$ cat src/rtl/wb_pkg.sv
// Shared constants for the writeback stage: FSM state codes, load funct3 codes
// and the default load-timeout depth.
package wb_pkg;
    localparam logic [0:0] ST_IDLE     = 1'b0;
    localparam logic [0:0] ST_WAIT_MEM = 1'b1;

    localparam logic [2:0] F3_LB  = 3'b000;
    localparam logic [2:0] F3_LH  = 3'b001;
    localparam logic [2:0] F3_LW  = 3'b010;
    localparam logic [2:0] F3_LBU = 3'b100;
    localparam logic [2:0] F3_LHU = 3'b101;

    localparam int TIMEOUT_DEF = 16;
endpackage

$ cat src/rtl/load_extend.sv
// Selects the addressed byte/halfword lane of a memory word and sign- or
// zero-extends it according to the load funct3 code.
module load_extend
    import wb_pkg::*;
(
    input  logic [31:0] word_i,
    input  logic [1:0]  addr_i,
    input  logic [2:0]  funct3_i,
    output logic [31:0] result_o
);
    logic [7:0]  byte_sel;
    logic [15:0] half_sel;

    always_comb begin
        byte_sel = word_i[7:0];
        case (addr_i)
            2'd1:    byte_sel = word_i[15:8];
            2'd2:    byte_sel = word_i[23:16];
            2'd3:    byte_sel = word_i[31:24];
            default: byte_sel = word_i[7:0];
        endcase
        // addr_i[0] is deliberately ignored for halfwords (misaligned LH/LHU).
        half_sel = addr_i[1] ? word_i[31:16] : word_i[15:0];
    end

    always_comb begin
        result_o = word_i;
        case (funct3_i)
            F3_LB:   result_o = {{24{byte_sel[7]}}, byte_sel};
            F3_LH:   result_o = {{16{half_sel[15]}}, half_sel};
            F3_LBU:  result_o = {24'd0, byte_sel};
            F3_LHU:  result_o = {16'd0, half_sel};
            default: result_o = word_i;
        endcase
    end
endmodule

$ cat src/rtl/wb_stage.sv
// Writeback stage: waits on the data-memory response for loads, then drives the
// register-file write port. Optional load timeout via WB_LOAD_TIMEOUT_EN.
module wb_stage
    import wb_pkg::*;
#(
    parameter int TIMEOUT = TIMEOUT_DEF
) (
    input  logic        clk,
    input  logic        reset,
    input  logic        valid_wb,
    input  logic        MemtoReg_wb,
    input  logic        RegWrite_wb,
    input  logic [31:0] ALU_OUT_wb,
    input  logic [2:0]  funct3_wb,
    input  logic [4:0]  RD_wb,
    input  logic [31:0] mem_rdata,
    input  logic        mem_rvalid,
    output logic        stall_wb,
    output logic        rf_we,
    output logic [4:0]  rf_waddr,
    output logic [31:0] rf_wdata,
    output logic        load_err
);
    logic [0:0]  state_q, state_d;
    logic [4:0]  cap_rd_q, cap_rd_d;
    logic [2:0]  cap_f3_q, cap_f3_d;
    logic [1:0]  cap_lane_q, cap_lane_d;
    logic        rf_we_q, rf_we_d;
    logic [4:0]  rf_waddr_q, rf_waddr_d;
    logic [31:0] rf_wdata_q, rf_wdata_d;
    logic        stall_raw;
    logic        is_load, is_alu_wr, in_wait;
    logic [1:0]  ext_addr;
    logic [2:0]  ext_f3;
    logic [31:0] ext_data;

`ifdef WB_LOAD_TIMEOUT_EN
    localparam int CW = (TIMEOUT > 2) ? $clog2(TIMEOUT) : 1;
    logic [CW-1:0] cnt_q, cnt_d;
    logic          err_q, err_d;
`endif

    assign is_load   = valid_wb & RegWrite_wb & MemtoReg_wb;
    assign is_alu_wr = valid_wb & RegWrite_wb & ~MemtoReg_wb;
    assign in_wait   = (state_q == ST_WAIT_MEM);

    // One extender serves both paths: captured fields while waiting, live ones in IDLE.
    assign ext_addr = in_wait ? cap_lane_q : ALU_OUT_wb[1:0];
    assign ext_f3   = in_wait ? cap_f3_q   : funct3_wb;

    load_extend u_ext (
        .word_i   (mem_rdata),
        .addr_i   (ext_addr),
        .funct3_i (ext_f3),
        .result_o (ext_data)
    );

    always_comb begin
        state_d    = state_q;
        cap_rd_d   = cap_rd_q;
        cap_f3_d   = cap_f3_q;
        cap_lane_d = cap_lane_q;
        rf_we_d    = 1'b0;
        rf_waddr_d = rf_waddr_q;
        rf_wdata_d = rf_wdata_q;
        stall_raw  = 1'b0;
`ifdef WB_LOAD_TIMEOUT_EN
        cnt_d      = cnt_q;
        err_d      = 1'b0;
`endif
        case (state_q)
            ST_IDLE: begin
                if (is_alu_wr) begin
                    rf_we_d    = (RD_wb != 5'd0);
                    rf_waddr_d = RD_wb;
                    rf_wdata_d = ALU_OUT_wb;
                end else if (is_load && mem_rvalid) begin
                    rf_we_d    = (RD_wb != 5'd0);
                    rf_waddr_d = RD_wb;
                    rf_wdata_d = ext_data;
                end else if (is_load) begin
                    stall_raw  = 1'b1;
                    cap_rd_d   = RD_wb;
                    cap_f3_d   = funct3_wb;
                    cap_lane_d = ALU_OUT_wb[1:0];
                    state_d    = ST_WAIT_MEM;
`ifdef WB_LOAD_TIMEOUT_EN
                    cnt_d      = '0;
`endif
                end
            end
            default: begin
                if (mem_rvalid) begin
                    state_d    = ST_IDLE;
                    rf_we_d    = (cap_rd_q != 5'd0);
                    rf_waddr_d = cap_rd_q;
                    rf_wdata_d = ext_data;
                end else begin
                    stall_raw = 1'b1;
`ifdef WB_LOAD_TIMEOUT_EN
                    // Give up on the load: release the pipeline and flag it next cycle.
                    if (cnt_q == CW'(TIMEOUT - 1)) begin
                        stall_raw = 1'b0;
                        state_d   = ST_IDLE;
                        err_d     = 1'b1;
                    end else begin
                        cnt_d = cnt_q + 1'b1;
                    end
`endif
                end
            end
        endcase
    end

    assign stall_wb = reset & stall_raw;

    always_ff @(posedge clk) begin
        if (!reset) begin
            state_q    <= ST_IDLE;
            cap_rd_q   <= '0;
            cap_f3_q   <= '0;
            cap_lane_q <= '0;
            rf_we_q    <= 1'b0;
            rf_waddr_q <= '0;
            rf_wdata_q <= '0;
        end else begin
            state_q    <= state_d;
            cap_rd_q   <= cap_rd_d;
            cap_f3_q   <= cap_f3_d;
            cap_lane_q <= cap_lane_d;
            rf_we_q    <= rf_we_d;
            rf_waddr_q <= rf_waddr_d;
            rf_wdata_q <= rf_wdata_d;
        end
    end

`ifdef WB_LOAD_TIMEOUT_EN
    always_ff @(posedge clk) begin
        if (!reset) begin
            cnt_q <= '0;
            err_q <= 1'b0;
        end else begin
            cnt_q <= cnt_d;
            err_q <= err_d;
        end
    end
    assign load_err = err_q;
`else
    assign load_err = 1'b0;
`endif

    assign rf_we    = rf_we_q;
    assign rf_waddr = rf_waddr_q;
    assign rf_wdata = rf_wdata_q;
endmodule

$ cat config.mk
export PLATFORM = sky130hd
export DESIGN_NAME = wb_stage
export DESIGN_NICKNAME = d
export VERILOG_FILES = /design/src/rtl/wb_pkg.sv /design/src/rtl/load_extend.sv /design/src/rtl/wb_stage.sv
export SDC_FILE = /design/constraint.sdc
export NUM_CORES = 1
export LEC_CHECK = 0
export CAP_MARGIN = 20
export CORE_MARGIN = 2
export CORE_UTILIZATION = 38
export DETAILED_ROUTE_END_ITERATION = 10
export PLACE_DENSITY = 0.82
export SLEW_MARGIN = 40
export SYNTH_ARGS = -nofsm -noshare
export SYNTH_HDL_FRONTEND = slang
export SYNTH_SLANG_ARGS = --single-unit
export TNS_END_PERCENT = 100
$ cat constraint.sdc
create_clock -name clk -period 1.9 [get_ports clk]
set_clock_uncertainty 0.15 [all_clocks]
set_input_delay 0.38 -clock clk [delete_from_list [all_inputs] [get_ports clk]]
set_output_delay 0.38 -clock clk [all_outputs]
set_load 0.02 [all_outputs]
Yosys cells after proc, flatten, opt, wreduce, memory -nomap -nowiden:

Index checks and enable logic that the tools add are counted.

* eq/ne operators: 7
* multiplexer cells: 22
* bitwise gates (word level): 8
* reduce and logical (&&, ||, !) cells: 7

Operators by type and width (number)
* $mux W32: 4
* $pmux W32 S4: 1
* $pmux W8 S3: 1
* $mux W5: 4
* $mux W16: 1
* $reduce_bool A5 Y1: 2
* $mux W1: 9
* $eq A3 B3 Y1 const B: 2
* $and A1 B1 Y1: 4
* $eq A2 B2 Y1 const B: 2
* $not A1 Y1: 4
* $reduce_and A4 Y1: 1
* $eq A3 B1 Y1 const B: 1
* $logic_not A3 Y1: 1
* $mux W3: 1
* $reduce_bool A3 Y1: 1
* $eq A2 B1 Y1 const B: 1
* $mux W2: 1
* $ne A2 B2 Y1 const B: 1
* $reduce_and A2 Y1: 1
* $logic_and A1 B1 Y1: 1

* register bits: 49
* input bits: 78
* output and inout port bits: 40
* word-level logic and storage cells: 51

Depth between registers and ports, before layout:

Gate-level depths: netlist of the first run.

* depth in word-level cells: 7
* gate-level depth with buffers: 8
* gate-level depth less buffers: 5

Modules after synthesis:

A second synthesis of the first run with hierarchy kept.

* cells, all modules: 387
* area total of the unflattened synthesis: 2939.1 um^2

Modules (own cells, without submodules)
* wb_stage: times used 1, cells an instance 277, area each 2289.7 um^2, seq. area each 980.9 um^2
* load_extend: times used 1, cells an instance 110, area each 649.4 um^2, seq. area each 0.0 um^2

Worst setup path before layout of the first run:

No wires, ideal clock.

* path kind: register to register
* start point: register state_q (netlist: in_wait)
* end point: register rf_wdata_q[21] (netlist: rf_wdata[21])
* library setup time: 122 ps
* arrival: 1831 ps
* setup slack: -203 ps
* stages on the path, launching flop included: 8
* clock period less this slack: 2103 ps
* path through: dfxtp_1 -> buf_6 -> mux2_4 -> mux4_2 -> and3_4 -> nor3_4 -> buf_6 -> a21oi_1

* word-level cells in the longest chain between the ends: 7
* elaborated cells between the ends (all ways): 19

Ends and longest elaborated chain
* start: declaration: RTL line wb_stage.sv:24 `logic [0:0] state_q, state_d;`
* start signal: assignment: RTL line wb_stage.sv:127 `state_q <= state_d;`
* $mux W2: RTL line wb_stage.sv:48 `assign ext_addr = in_wait ? cap_lane_q : ALU_OUT_wb[1:0];`
* $eq A2 B2 Y1 or $eq A2 B1 Y1 (tied branches): RTL line load_extend.sv:16 `case (addr_i)`
* $pmux W8 S3: RTL line load_extend.sv:16
* $pmux W32 S4: RTL line load_extend.sv:28 `case (funct3_i)`
* $mux W32: RTL line wb_stage.sv:77 `end else if (is_load && mem_rvalid) begin`
* $mux W32: RTL line wb_stage.sv:73 `if (is_alu_wr) begin`
* $mux W32: RTL line wb_stage.sv:71 `case (state_q)`
* end signal: assignment: RTL line wb_stage.sv:133 `rf_wdata_q <= rf_wdata_d;`
* end: declaration: RTL line wb_stage.sv:30 `logic [31:0] rf_wdata_q, rf_wdata_d;`

Several ways; a longest one is shown, not always the timed one. The select of a mux whose other input is x is not followed.
A chain may end at the register's enable or synchronous reset.

Final worst setup path of the first run:

* start point: register state_q (netlist: in_wait)
* end point: register rf_wdata_q[12] (netlist: rf_wdata[12])

The elaborated chain is that of the path after synthesis.

==> results of run 1 <==
-- cell usage after synthesis (5+ instances only) --
| cell | count |
|---|---|
| a211oi_1 | 8 |
| a21oi_1 | 31 |
| a22oi_1 | 7 |
| clkbuf_1 | 13 |
| dfxtp_1 | 49 |
| mux2i_1 | 31 |
| nand2_1 | 28 |
| nor2_1 | 15 |
| nor2b_1 | 13 |
| nor3b_1 | 13 |
| o211a_1 | 5 |
| o21a_1 | 8 |
| o21ai_0 | 21 |
| o221ai_1 | 25 |
-- metrics by stage --
stage	power, W	setup TNS (ns)
3_3_place_gp	0.001899	-17.01
2_1_floorplan	0.001482	-3.134
6_report	0.002621	-3.128
5_1_grt	0.002734	-5.267
3_5_place_dp	0.001915	-18.21
4_1_cts	0.002572	-2.358
-- power breakdown --
group | total, W | internal, W | switching (W)
sequential | 0.00113 | 0.00109 | 0.0000381
clock | 0.000644 | 0.000289 | 0.000356
combinational | 0.000847 | 0.000454 | 0.000393
-- kinds of logic after synthesis --
kind of cell,synth area share (%)
AO/OA/AOI/OAI,27.87
buffers and inverters,4.321
flip-flops,37.23
multiplexers,14.15
other,0.1423
AND/OR/NAND/NOR,16.29
-- sequential cells by signal, summed over array words and instances, names as in the netlist --
register,cells
cap_f3_q,3
cap_lane_q,2
cap_rd_q,5
in_wait,1
rf_waddr,5
rf_wdata,32
rf_we,1
-- area by class of cell --
class	instances	area share, %
multi-input combinational	226	38.70
timing repair buffer	164	35.10
sequential	49	21.82
tap	80	2.218
clock buffer	6	1.830
clock inverter	1	0.1663
inverter	2	0.1663
-- what timing repair did --
| item | 4_1_cts | 5_1_grt |
|---|---|---|
| pin swaps | 9 | 9 |
| gates resized for setup | 33 | 45 |
| endpoints found under the setup margin | 32 | 43 |
| cloned | 2 | 0 |
| buffers inserted | 3 | 2 |
-- critical path: cells and delay by family, from the launching register on --
| kind | cells | cell delay [ns] |
|---|---|---|
| mux | 2 | 0.75 |
| flops | 1 | 0.38 |
| simple gates | 2 | 0.30 |
| compound gates | 1 | 0.07 |
| buf+inv | 2 | 0.29 |
-- layer usage --
metal  share of wire, %  wire length (um)
met1                 40              3928
met2                 51              5002
met3                6.5               632
met4                2.0               196
met5                  0                 0
-- layout by cell type (no fill, tap or decap), types with 2 or more instances in the layout --
master and count:
nor2_1 15, dfxtp_1 48, o221ai_1 25, dlymetal6s2s_1 6
mux2_4 2, clkbuf_8 6, a21oi_2 18, nor2b_4 2
o21a_1 8, mux2i_1 22, nor3_1 3, clkdlybuf4s50_1 108
buf_4 37, a211oi_1 6, nand2_1 28, nor3b_1 7
a211oi_2 2, a21oi_1 13, mux2i_4 3, mux2i_2 7
o21ai_1 7, a22oi_1 7, o21ai_0 14, inv_1 2
buf_8 2, o211a_1 5, nor3b_2 5, nor2b_1 11
buf_6 7
-- how the worst min path moves through the flow --
stage	cells past startpoint	slack [ns]	end	from
floorplan	1	0.30	in_wait	mem_rvalid
global placement	1	0.33	rf_waddr[3]	rf_waddr[3]
detailed placement	1	0.34	rf_waddr[0]	rf_waddr[0]
CTS	1	0.36	rf_waddr[1]	rf_waddr[1]
global route	3	0.32	cap_f3_q[0]	funct3_wb[0]
finish	3	0.29	cap_f3_q[0]	funct3_wb[0]
==> reports/metrics.yaml, run 1 <==
wl_per_cell_um: 18.48
clock.fmax_ghz: 0.4869
syn2layout_area_growth_pct: 71.27
yosys.area.top_type: "dfxtp_1"
met3_usage_pct: 4.929
fin_cells: 528
cts.htree.levels: 2
synth-edff-count: 0
synth_fp_nets: 377
grtUsageMet1_pct: 29.65
root_buffer: "clkbuf_8"
vias: 3071
max-slew-margin-rel_pct: 63.27
cts.sinks: 49
grt.met2_usage_pct: 43.18
rows: 30
yosys.cell_types.count: 37
yosys_warnings: 0
port_buffers: 116
ys.flop_type: "dfxtp_1"
whs_ns: 0.2894
diodes: 0
multiInputGateArea_um2: 1747
hp-class: "primary input to register"
crit_path_end_kind: "register"
grt_max_degree: 50
holdBufCountCts: 0
ant_nets: 0
critical_path.startpoint: "in_wait"
antenna_found_initial: 0
overflow: 0
min_period_ns: 2.054
synth_area_leaders: "dfxtp_1 (37%), mux2i_1 (12%), o221ai_1 (8.3%), a21oi_1 (5.9%), nand2_1 (4.0%)"
critPathSlowestCell: "mux4_2"
r2r_end: "rf_wdata[12]"
r2r-start: "in_wait"
hold_violations: 0
synth_cells: 299
core_um2: 6756
arrival_ns: 2.10
cts_tree: "built"
cp-endpoint: "rf_wdata[12]"
io_pins: 118
cts_made_buffers: 5
fill_cells: 510
power_leakage_nw: 1.733
cap_viol_max_count: 0
final_cell_area_um2: 4513
drcViolationCount: 0
utilization_pct: 66.80
die_w_um: 87.27
grt.busiest_layer: "met2"
power_density_nw_per_um2: 580.7
regToRegSetupSlack_ns: -0.15
ys_ff_latch: 49
worst_r2r_path_depth: 7
synth-seq-area-share_pct: 37.23
dp_slack_ns: -0.5287
ff_latch_area_um2: 984.7
avgSynthCellArea_um2: 8.813
tightest_slew_ns: 0.5490
final-setup-viol-count: 26
crit_chain: "mux2_4, mux4_2, and3_4, buf_4, nor2_1, buf_6, a21oi_1"
ys_async_sr_fraction_pct: 0
grt_pass1_wl_mm: 14.93
crit_type: "register to register"
path_max_fanout: 8
grt_pass1_vias: 3183
dr.pass1.iters: 4
startpoint_type: "register"
die-area_um2: 7616
place_area_um2: 4148
finalMaxSlewViolations: 0
crit_required_ns: 1.95
routed_wl_mm: 9.759
rsz0062_at_grt: "yes"
vdd_drop_max_mv: 0.5198
gp_congestion: 0.8366
cts_buffer_depth: 2
start_util_pct: 39.00
finalCritPeriodShare_pct: 108.1
die_h_um: 87.27
fin_nets: 526
run_status: "finished with violations"
synth_top_cell_area_share_pct: 37.23
clock_latency_ns: 0.30
drt_iter0_markers: 223
grt_usage_pct: 24.77
drive_gt1_share_pct: 23.21
fin_ws_ns: -0.1539
place_inst: 516
critical-path-max-stage-delay_ns: 0.43
failed_checks: "negative setup slack"
routed_via_density: 5.816
hpwl_mm: 6.709
clk_pin_slew_ns: 0.09
syn_area_um2: 2635
Power figures use the tool's default switching activity.
==> run 2, diff against run 1 <==
CELL_PAD_IN_SITES_DETAIL_PLACEMENT = 1   (was default)
CELL_PAD_IN_SITES_GLOBAL_PLACEMENT = 1   (was default)
CORE_UTILIZATION = 41   (was 38)
DONT_BUFFER_PORTS = 1   (was default)
MAX_ROUTING_LAYER = met4   (was default)
PLACE_DENSITY = 0.81   (was 0.82)
==> run 2 against run 1 <==
  * The run still ends with negative setup slack left
  * Design area down 31%
  * Critical path type unchanged
  * Count of clock-buffer cells in the layout is 1 lower
  * Maximum frequency grew 2.0%
==> reports/metrics.yaml, run 2 (synthesized netlist as in run 1, its figures left out) <==
run_status: "finished with violations"
failed_checks: "negative setup slack"
startpoint_type: "register"
final-setup-viol-count: 25
grt_max_degree: 51
crit_path_end_kind: "register"
drive_gt1_share_pct: 19.75
hp-class: "primary input to register"
place_inst: 377
r2r-start: "in_wait"
die_h_um: 84.17
fin_cells: 391
grt_usage_pct: 23.98
cts.htree.levels: 2
vdd_drop_max_mv: 0.4920
hpwl_mm: 6.119
path_max_fanout: 16
ant_nets: 0
final_cell_mix: "dfxtp_1 (48), mux2i_1 (30), nand2_1 (28), o221ai_1 (25), a21oi_1 (23)"
wl_per_cell_um: 21.66
cts_buffer_depth: 2
diodes: 0
drcViolationCount: 0
grt_pass1_wl_mm: 13.10
rsz0062_at_grt: "yes"
fin_nets: 391
die-area_um2: 7084
io_pins: 118
fin_ws_ns: -0.1143
routed_wl_mm: 8.471
cts.sinks: 49
hold_path.startpoint: "reset"
antenna_found_initial: 0
largest_reg_flops: 32
overflow: 0
crit_required_ns: 1.95
syn2layout_area_growth_pct: 17.47
arrival_ns: 2.06
critical_path.startpoint: "in_wait"
cts_tree: "built"
routed_via_density: 6.215
final_common_cell: "dfxtp_1"
power_leakage_nw: 1.154
core_um2: 6277
die_w_um: 84.17
grt_pass1_vias: 2489
start_util_pct: 41.98
clock_latency_ns: 0.31
clock.fmax_ghz: 0.4964
cap_viol_max_count: 0
root_buffer: "clkbuf_8"
power_density_nw_per_um2: 724.9
rows: 29
vias: 2430
drt_iter0_markers: 59
whs_ns: 0.03974
finalCritPeriodShare_pct: 106.0
cts_made_buffers: 5
dr.pass1.iters: 4
hold_violations: 0
min_period_ns: 2.014
finalMaxSlewViolations: 0
crit_type: "register to register"
clk_pin_slew_ns: 0.10
port_buffers: 0
gp_congestion: 0.8241
fill_cells: 724
-- run 2: per-layer routing --
| metal | vias up | part of all wire, % | wire, um | track usage (%) |
|---|---|---|---|---|
| met2 | 93 | 49 | 4187 | 38.96 |
| li1 | 1150 | - | - | - |
| met5 | - | 0 | 0 | - |
| met1 | 1178 | 41 | 3511 | 29.28 |
| met4 | 0 | 0.94 | 80 | 5.279 |
| met3 | 9 | 8.2 | 692 | 7.571 |
-- run 2: repair_timing --
action,in CTS,in global routing
cloned,1,0
pin swaps,0,3
setup endpoints to repair,32,32
hold buffers,1,0
setup buffers,2,2
resized for setup,11,21
hold endpoints to repair,1,0
-- run 2: final timing paths --
| path | to | slack (ns) | depth (start not counted) |
|---|---|---|---|
| max | rf_wdata[27] | -0.11 | 6 |
| min reg2reg | cap_f3_q[2] | 0.40 | 2 |
| min | rf_waddr[4] | 0.04 | 1 |
| max reg2reg | rf_wdata[27] | -0.11 | 6 |
-- run 2: stage by stage --
| step | TNS, ns | setup slack [ns] | cell area, um2 | util (%) | power, W |
|---|---|---|---|---|---|
| after floorplan | -3.134 | -0.1787 | 2640 | - | 0.001482 |
| after global placement | -0.8213 | -0.05801 | 2845 | 45.33 | 0.001563 |
| after detailed placement | -1.561 | -0.1052 | 2845 | 45.33 | 0.001577 |
| after CTS | -1.664 | -0.1162 | 3008 | 47.92 | 0.002231 |
| after global routing | -4.236 | -0.1728 | 3095 | 49.31 | 0.002337 |
| final | -2.296 | -0.1143 | 3095 | 49.31 | 0.002244 |
-- run 2: layout make-up --
class / count / area [um2] / share of cell area [%]
timing repair buffer: 29 / 280.3 / 9.054
multi-input combinational: 226 / 1639 / 52.95
sequential: 49 / 982.2 / 31.73
tap: 77 / 96.34 / 3.112
clock inverter: 3 / 21.27 / 0.6871
clock buffer: 5 / 68.82 / 2.223
inverter: 2 / 7.507 / 0.2425
-- run 2: critical path: stages (launching register included) --
cell and delay, ns:
dfxtp_2 0.36, mux2_4 0.31, mux4_2 0.45, and3_4 0.19
nor3_4 0.19, buf_12 0.17, a21oi_1 0.08
-- run 2: where the power goes --
part           internal [W]  total, W  switching [W]
Combinational      0.000186  0.000381       0.000195
Sequential          0.00109   0.00121       0.000119
Clock              0.000262  0.000650       0.000388
